--- src/rtl/pipelined_math_unit_if.sv ---
// pipelined_math_unit_if: operand/result handshake bundle for pipelined_math_unit
interface pipelined_math_unit_if #(parameter int WIDTH = 16);
  logic in_valid, in_ready;
  logic [WIDTH-1:0] a, b, c;
  logic [1:0] mode;
  logic out_valid, out_ready;
  logic [WIDTH-1:0] z;
  logic ovf;
  modport master (output in_valid, a, b, c, mode, out_ready, input in_ready, out_valid, z, ovf);
  modport slave (input in_valid, a, b, c, mode, out_ready, output in_ready, out_valid, z, ovf);
endinterface

--- src/rtl/pipelined_math_unit.sv ---
// pipelined_math_unit: two-stage Z = A +/- B +/- C with wrap/saturate and overflow flag
module pipelined_math_unit #(
  parameter int WIDTH = 16,
  parameter bit SAT = 1'b0
) (
  input logic clk,
  input logic rst,
  pipelined_math_unit_if.slave io
);
  logic v1, v2, m1, ovf, adv2, take, e_ovf;
  logic [WIDTH:0] s1;
  logic [WIDTH-1:0] c1, z, zn;
  logic [WIDTH+1:0] e;
  always_comb begin
    adv2 = v1 && (!v2 || io.out_ready);
    io.in_ready = !v1 || adv2;
    take = io.in_valid && io.in_ready;
    e = m1 ? {s1[WIDTH], s1} + {{2{c1[WIDTH-1]}}, c1} : {s1[WIDTH], s1} - {{2{c1[WIDTH-1]}}, c1};
    // exact result fits in WIDTH bits only when the top three bits agree
    e_ovf = !(e[WIDTH+1:WIDTH-1] == '0 || e[WIDTH+1:WIDTH-1] == '1);
    zn = (SAT && e_ovf) ? {e[WIDTH+1], {(WIDTH-1){!e[WIDTH+1]}}} : e[WIDTH-1:0];
    io.out_valid = v2;
    io.z = z;
    io.ovf = ovf;
  end
  always_ff @(posedge clk) begin
    if (rst) begin
      v1 <= 1'b0;
      s1 <= '0;
      c1 <= '0;
      m1 <= 1'b0;
    end else if (take) begin
      v1 <= 1'b1;
      s1 <= io.mode[1] ? {io.a[WIDTH-1], io.a} - {io.b[WIDTH-1], io.b}
                       : {io.a[WIDTH-1], io.a} + {io.b[WIDTH-1], io.b};
      c1 <= io.c;
      m1 <= io.mode[0];
    end else if (adv2) begin
      v1 <= 1'b0;
    end
  end
  always_ff @(posedge clk) begin
    if (rst) begin
      v2 <= 1'b0;
      z <= '0;
      ovf <= 1'b0;
    end else if (adv2) begin
      v2 <= 1'b1;
      z <= zn;
      ovf <= e_ovf;
    end else if (io.out_ready) begin
      v2 <= 1'b0;
    end
  end
endmodule

--- src/flat_wrapper.sv ---
// flat-port wrapper written by rule: the top's interface ports become plain ports
module pipelined_math_unit_flat 
#(
  parameter int WIDTH = 16,
  parameter bit SAT = 1'b0
)
  (clk, rst, io_in_valid, io_a, io_b, io_c, io_mode, io_out_ready, io_in_ready, io_out_valid, io_z, io_ovf);
  pipelined_math_unit_if #(.WIDTH(WIDTH)) io_i ();
  input logic clk;
  input logic rst;
  input wire logic [$bits(io_i.in_valid)-1:0] io_in_valid;
  input wire logic [$bits(io_i.a)-1:0] io_a;
  input wire logic [$bits(io_i.b)-1:0] io_b;
  input wire logic [$bits(io_i.c)-1:0] io_c;
  input wire logic [$bits(io_i.mode)-1:0] io_mode;
  input wire logic [$bits(io_i.out_ready)-1:0] io_out_ready;
  output wire logic [$bits(io_i.in_ready)-1:0] io_in_ready;
  output wire logic [$bits(io_i.out_valid)-1:0] io_out_valid;
  output wire logic [$bits(io_i.z)-1:0] io_z;
  output wire logic [$bits(io_i.ovf)-1:0] io_ovf;
  assign io_i.in_valid = io_in_valid;
  assign io_i.a = io_a;
  assign io_i.b = io_b;
  assign io_i.c = io_c;
  assign io_i.mode = io_mode;
  assign io_i.out_ready = io_out_ready;
  assign io_in_ready = io_i.in_ready;
  assign io_out_valid = io_i.out_valid;
  assign io_z = io_i.z;
  assign io_ovf = io_i.ovf;
  pipelined_math_unit #(.WIDTH(WIDTH), .SAT(SAT)) u_core (.clk(clk), .rst(rst), .io(io_i));
endmodule
--- config.mk ---
export PLATFORM = sky130hd
export DESIGN_NAME = pipelined_math_unit_flat
export DESIGN_NICKNAME = d
export VERILOG_FILES = /design/src/rtl/pipelined_math_unit_if.sv /design/src/rtl/pipelined_math_unit.sv /design/src/flat_wrapper.sv
export SDC_FILE = /design/constraint.sdc
export NUM_CORES = 1
export LEC_CHECK = 0
export ABC_AREA = 0
export CORE_MARGIN = 5
export CORE_UTILIZATION = 45
export CTS_CLUSTER_SIZE = 30
export DETAILED_ROUTE_END_ITERATION = 16
export DONT_BUFFER_PORTS = 1
export PLACE_DENSITY = 0.58
export SLEW_MARGIN = 20
export SYNTH_ARGS = -nofsm -noshare
export SYNTH_HDL_FRONTEND = slang
export SYNTH_SLANG_ARGS = --single-unit
--- constraint.sdc ---
create_clock -name clk -period 7.85 [get_ports clk]
set_input_delay 0.3925 -clock clk [delete_from_list [all_inputs] [get_ports clk]]
set_output_delay 0.3925 -clock clk [all_outputs]
set_load 0.005 [all_outputs]
# Word level (Yosys, flattened, before mapping)
# Index checks and enable logic that the tools add are counted.
[word_totals]
regBits = 53
[op_classes]
addsub = 4
eq_ne = 1
mux = 6
reduce_logical = 11
[ops]
columns = ["operator", "n"]
rows = [
  ["17-bit by 16-bit adder with 18-bit output", 1],
  ["18-bit two-way mux", 1],
  ["17-bit by 16-bit subtractor with 18-bit output", 1],
  ["16-bit by 16-bit adder with 17-bit output", 1],
  ["17-bit two-way mux", 1],
  ["16-bit by 16-bit subtractor with 17-bit output", 1],
  ["1-bit two-way mux", 4],
  ["2-bit nonzero test", 2],
  ["3-bit equality test, second input constant", 1],
  ["1-bit zero test", 3],
  ["3-bit zero test", 1],
  ["1-bit logical OR", 3],
  ["1-bit logical AND", 2],
]

# Longest topological paths before layout
[logic_depth]
ltp_word = 6
depth_mapped = 17
depth_no_buf = 17

# Least setup slack after synthesis
# Ideal clock, no wire load.
[synth_path]
kind = "flip-flop to flip-flop"
from = "reg u_core.m1"
to = "reg u_core.ovf (netlist: u_core.io.ovf)"
setup_ns = 0.121
t_arrival_ns = 3.008
t_required_ns = 7.729
slack_ns = 4.722
path_stages_with_launch = 14
synth_period_minus_slack_ns = 3.128
path_cell_list = "dfxtp_1 -> clkbuf_1 -> clkbuf_1 -> a21oi_1 -> xor2_1 -> ha_1 -> a211oi_1 -> o211ai_1 -> a31o_2 -> a31oi_1 -> o21ai_1 -> or3b_1 -> a31oi_1 -> o21ai_1"
[synth_between]
elab_chain_len = 4
elab_cells_between_ends = 5
classes_between = "eq/ne (1); mux (1); reduce/logical (3)"
[synth_rtl]
columns = ["item", "line_no", "rtl"]
rows = [
  ["from (decl)", "pipelined_math_unit.sv:10", "logic v1, v2, m1, ovf, adv2, take, e_ovf;"],
  ["from (signal assigned)", "pipelined_math_unit.sv:37", "m1 <= io.mode[0];"],
  ["18-bit two-way mux *", "pipelined_math_unit.sv:18", "e = m1 ? {s1[WIDTH], s1} + {{2{c1[WIDTH-1]}}, c1} : {s1[WIDTH], s1} - {{2{c1[WIDTH-1]}}, c1};"],
  ["3-bit equality test or 3-bit zero test (tied branches)", "pipelined_math_unit.sv:20", "e_ovf = !(e[WIDTH+1:WIDTH-1] == '0 || e[WIDTH+1:WIDTH-1] == '1);"],
  ["1-bit logical OR *", "pipelined_math_unit.sv:20", ""],
  ["1-bit zero test *", "pipelined_math_unit.sv:20", ""],
  ["to (signal assigned)", "pipelined_math_unit.sv:50", "ovf <= e_ovf;"],
  ["to (decl)", "pipelined_math_unit.sv:10", ""],
]
# Mark *: on every way between the ends. The rest lies on a longest branch, timed or not.
# A chain may end at the register's enable or synchronous reset.

# Worst setup path after layout
[layout_path]
from = "reg u_core.c1[0]"
to = "reg u_core.ovf (netlist: u_core.io.ovf)"
[layout_between]
elab_chain_len = 5
elab_cells_between_ends = 7
classes_between = "add/sub (2); eq/ne (1); mux (1); reduce/logical (3)"
[layout_rtl]
columns = ["item", "line_no", "rtl"]
rows = [
  ["from (decl)", "pipelined_math_unit.sv:12", "logic [WIDTH-1:0] c1, z, zn;"],
  ["from (signal assigned)", "pipelined_math_unit.sv:36", "c1 <= io.c;"],
  ["17-bit by 16-bit subtractor with 18-bit output or 17-bit by 16-bit adder with 18-bit output (tied branches)", "pipelined_math_unit.sv:18", ""],
  ["18-bit two-way mux *", "pipelined_math_unit.sv:18", ""],
  ["3-bit equality test or 3-bit zero test (tied branches)", "pipelined_math_unit.sv:20", ""],
  ["1-bit logical OR *", "pipelined_math_unit.sv:20", ""],
  ["1-bit zero test *", "pipelined_math_unit.sv:20", ""],
]
# Marks and branches as above.

==> impl_metrics.ini <==
[floorplanning]
die_w_um = 104.9
num_io_pins = 73
die-area_um2 = 11010
die_h_um = 104.9
coreArea_um2 = 8763
start_util_pct = 46.27
rows = 34

[layout]
layout.nets = 617
nFillCells = 869
multi_input_area_um2 = 2851
layout_common_cells = nand2_1 (95), a21oi_1 (79), dfxtp_1 (53), nor2_1 (39), ha_1 (35)
final_common_cell = nand2_1
seq_area_um2 = 1061
drive_gt1_share_pct = 4.934
num_antenna_cells = 0
area_growth_pct = 3.980

[setup_path]
crit_required_ps = 8050
r2r_end = u_core.io.ovf
crit_arrival_ps = 3700
regToRegSetupSlack_ps = 4350
cp_max_fo = 6
reg2reg_depth = 15
worstSetupPathType = register to register
crit_path_end_kind = register
worst_setup_path_start_kind = register
r2r-start = u_core.c1[0]

[detailed_routing]
drtAntennaViolNets = 0
drt_wl_total_um = 8927
via_per_inst = 5.534
post_drt_wl_per_cell_um = 14.06
dr.pass1.iters = 4
drt-initial-drc-count = 131
drcViolationCount = 0
dr_total_vias = 3514

[place]
numPortBuffers = 0
place_congestion = 0.8980
dp_hpwl_um = 7119

[global_routing]
overflow = 0
grt_max_degree = 55
grt_pass1_wl_um = 15370
antenna_found_initial = 0
grt_pass1_vias = 3370
grt.total_usage_pct = 16.06

[synthesis]
synth.distinct_cells = 56
syn_area_um2 = 4055
synth_top_flop_cell = dfxtp_1
synth-seq-cells = 53
ys_seq_area_share_pct = 26.16
syn_nets = 631
yosysWarnings = 0
synth-async-reset-ratio_pct = 0
synth_enable_flop_cells = 0
synth.avg_cell_area_um2 = 7.510
synthCells = 540

[clocking]
insertion_delay_ps = 310
cts_setup_buffers = 0
holdBufCountCts = 0
root_buffer = clkbuf_8
post_cts_resized = 0
cts.path.max_buffers = 2
cts_tree = done
clk_pin_slew_ps = 110
cts_buffers = 5
cts.sinks = 53
cts_max_level = 2

[sta]
grt_setup_unrepaired = false
setup_viol = 0
fin_worst_skew_ps = 9.321
final_max_slew_viol_count = 0
max_slew_margin_pct = 57.61
worstMarginPinSlew_ps = 633.0
fmax_mhz = 285.7
finalCritPeriodShare_pct = 44.58
finalSetupTns_ps = 0
period_minus_slack_ps = 3500
finalHoldViolations = 0

[worst_hold_path]
hp-start = rst
hold_end = u_core.io.z[8]
hold_class = input port to register
hold_depth = 1

[outcome]
status = complete, no violations

[power_and_ir_drop]
irDropWorstVdd_v = 0.00008291
power.density_nw_per_um2 = 199.5
total_power_mw = 0.8411
power_leakage_nw = 1.672

[job]
cap_violations = 0
## final cells by class
type,count,area share (%)
clock inverter,3,0.6825
inverter,17,1.513
timing repair buffer,1,0.1780
multi-input combinational,448,67.63
clock buffer,5,1.632
tap,108,3.205
sequential,53,25.16
## worst max-delay path, stage by stage, from the launching register on
cell	delay (ps)
dfxtp_1	350
inv_1	90
ha_1	200
nand2_1	60
nor3_1	380
a21oi_1	140
xor2_1	180
ha_1	360
a211oi_1	260
o211ai_1	160
nand3_1	170
a31oi_1	110
xnor2_1	300
or3b_1	390
a31oi_1	160
o21ai_1	80
## stage by stage
stage          instances  instance area (um2)  utilization (%)  hold WS [ps]  setup WS (ps)
5_1_grt              635                 4217            48.12         119.9           4027
6_report             635                 4217            48.12         142.0           4350
2_1_floorplan        540                 4055                -         436.2           4722
4_1_cts              635                 4213            48.07         125.3           4360
3_5_place_dp         627                 4115            46.96         460.8           4391
3_3_place_gp         627                 4115            46.96         456.8           4492
## metal layers
metal / vias to the layer above / GRT usage, % / part of all wire, %
li1: 1884 / - / -
met1: 1546 / 21.28 / 49
met3: 11 / 5.055 / 6.5
met2: 73 / 25.40 / 43
met5: - / 0 / 0
met4: 0 / 4.018 / 1.4
## cell usage after synthesis, drive strengths merged (2+ instances only)
library cell | number | area [um2]
and3 | 3 | 23.77
mux2i | 2 | 20.02
or2 | 5 | 31.28
a31oi | 5 | 31.28
nand3b | 3 | 22.52
nand3 | 14 | 70.07
o21ai | 13 | 65.06
clkbuf | 19 | 71.32
and2 | 4 | 25.02
nor4 | 7 | 56.30
inv | 16 | 60.06
fa | 2 | 40.04
nand2 | 95 | 356.6
o41ai | 3 | 26.28
a211oi | 10 | 75.07
xnor2 | 29 | 254.0
nor3 | 18 | 95.09
dfxtp | 53 | 1061
or4 | 2 | 18.77
buf | 3 | 11.26
nor2 | 39 | 146.4
xor2 | 21 | 183.9
nand2b | 3 | 18.77
o211ai | 9 | 72.57
or3 | 5 | 36.28
nor3b | 2 | 15.01
ha | 35 | 437.9
a21oi | 79 | 395.4
nor2b | 6 | 37.54
o311ai | 2 | 17.52
a21o | 5 | 37.54
o21a | 9 | 67.56
o21bai | 4 | 30.03
## state kept, by name (all words and copies together) (netlist names)
register and flops:
u_core.v1 1, u_core.io.out_valid 1, u_core.s1 17, u_core.io.z 16
u_core.io.ovf 1, u_core.m1 1, u_core.c1 16
## power breakdown
group,leakage (nW),switching [mW],internal (mW)
sequential,0.436,0.0259,0.297
combinational,1.19,0.191,0.161
clock,0.0506,0.0996,0.0669
## worst max path at each step
stage	cells after the start	slack (ps)	endpoint	start
4_1_cts	15	4360	u_core.io.ovf	u_core.c1[0]
3_3_place_gp	15	4490	u_core.io.ovf	u_core.c1[0]
2_1_floorplan	13	4720	u_core.io.ovf	u_core.m1
3_5_place_dp	15	4390	u_core.io.ovf	u_core.c1[0]
5_1_grt	15	4030	u_core.io.ovf	u_core.c1[0]
6_report	15	4350	u_core.io.ovf	u_core.c1[0]
## cell families (layout without fill, tap and decap cells)
family | count (synthesis) | count (layout) | synth area share, %
buf+inv | 39 | 26 | 3.610
compound gates | 150 | 150 | 22.56
fa+ha+maj | 37 | 37 | 11.79
mux | 3 | 3 | 0.7714
flops | 53 | 53 | 26.16
simple gates | 208 | 208 | 24.31
xor+xnor | 50 | 50 | 10.80
(Power assumes the default switching activity.)
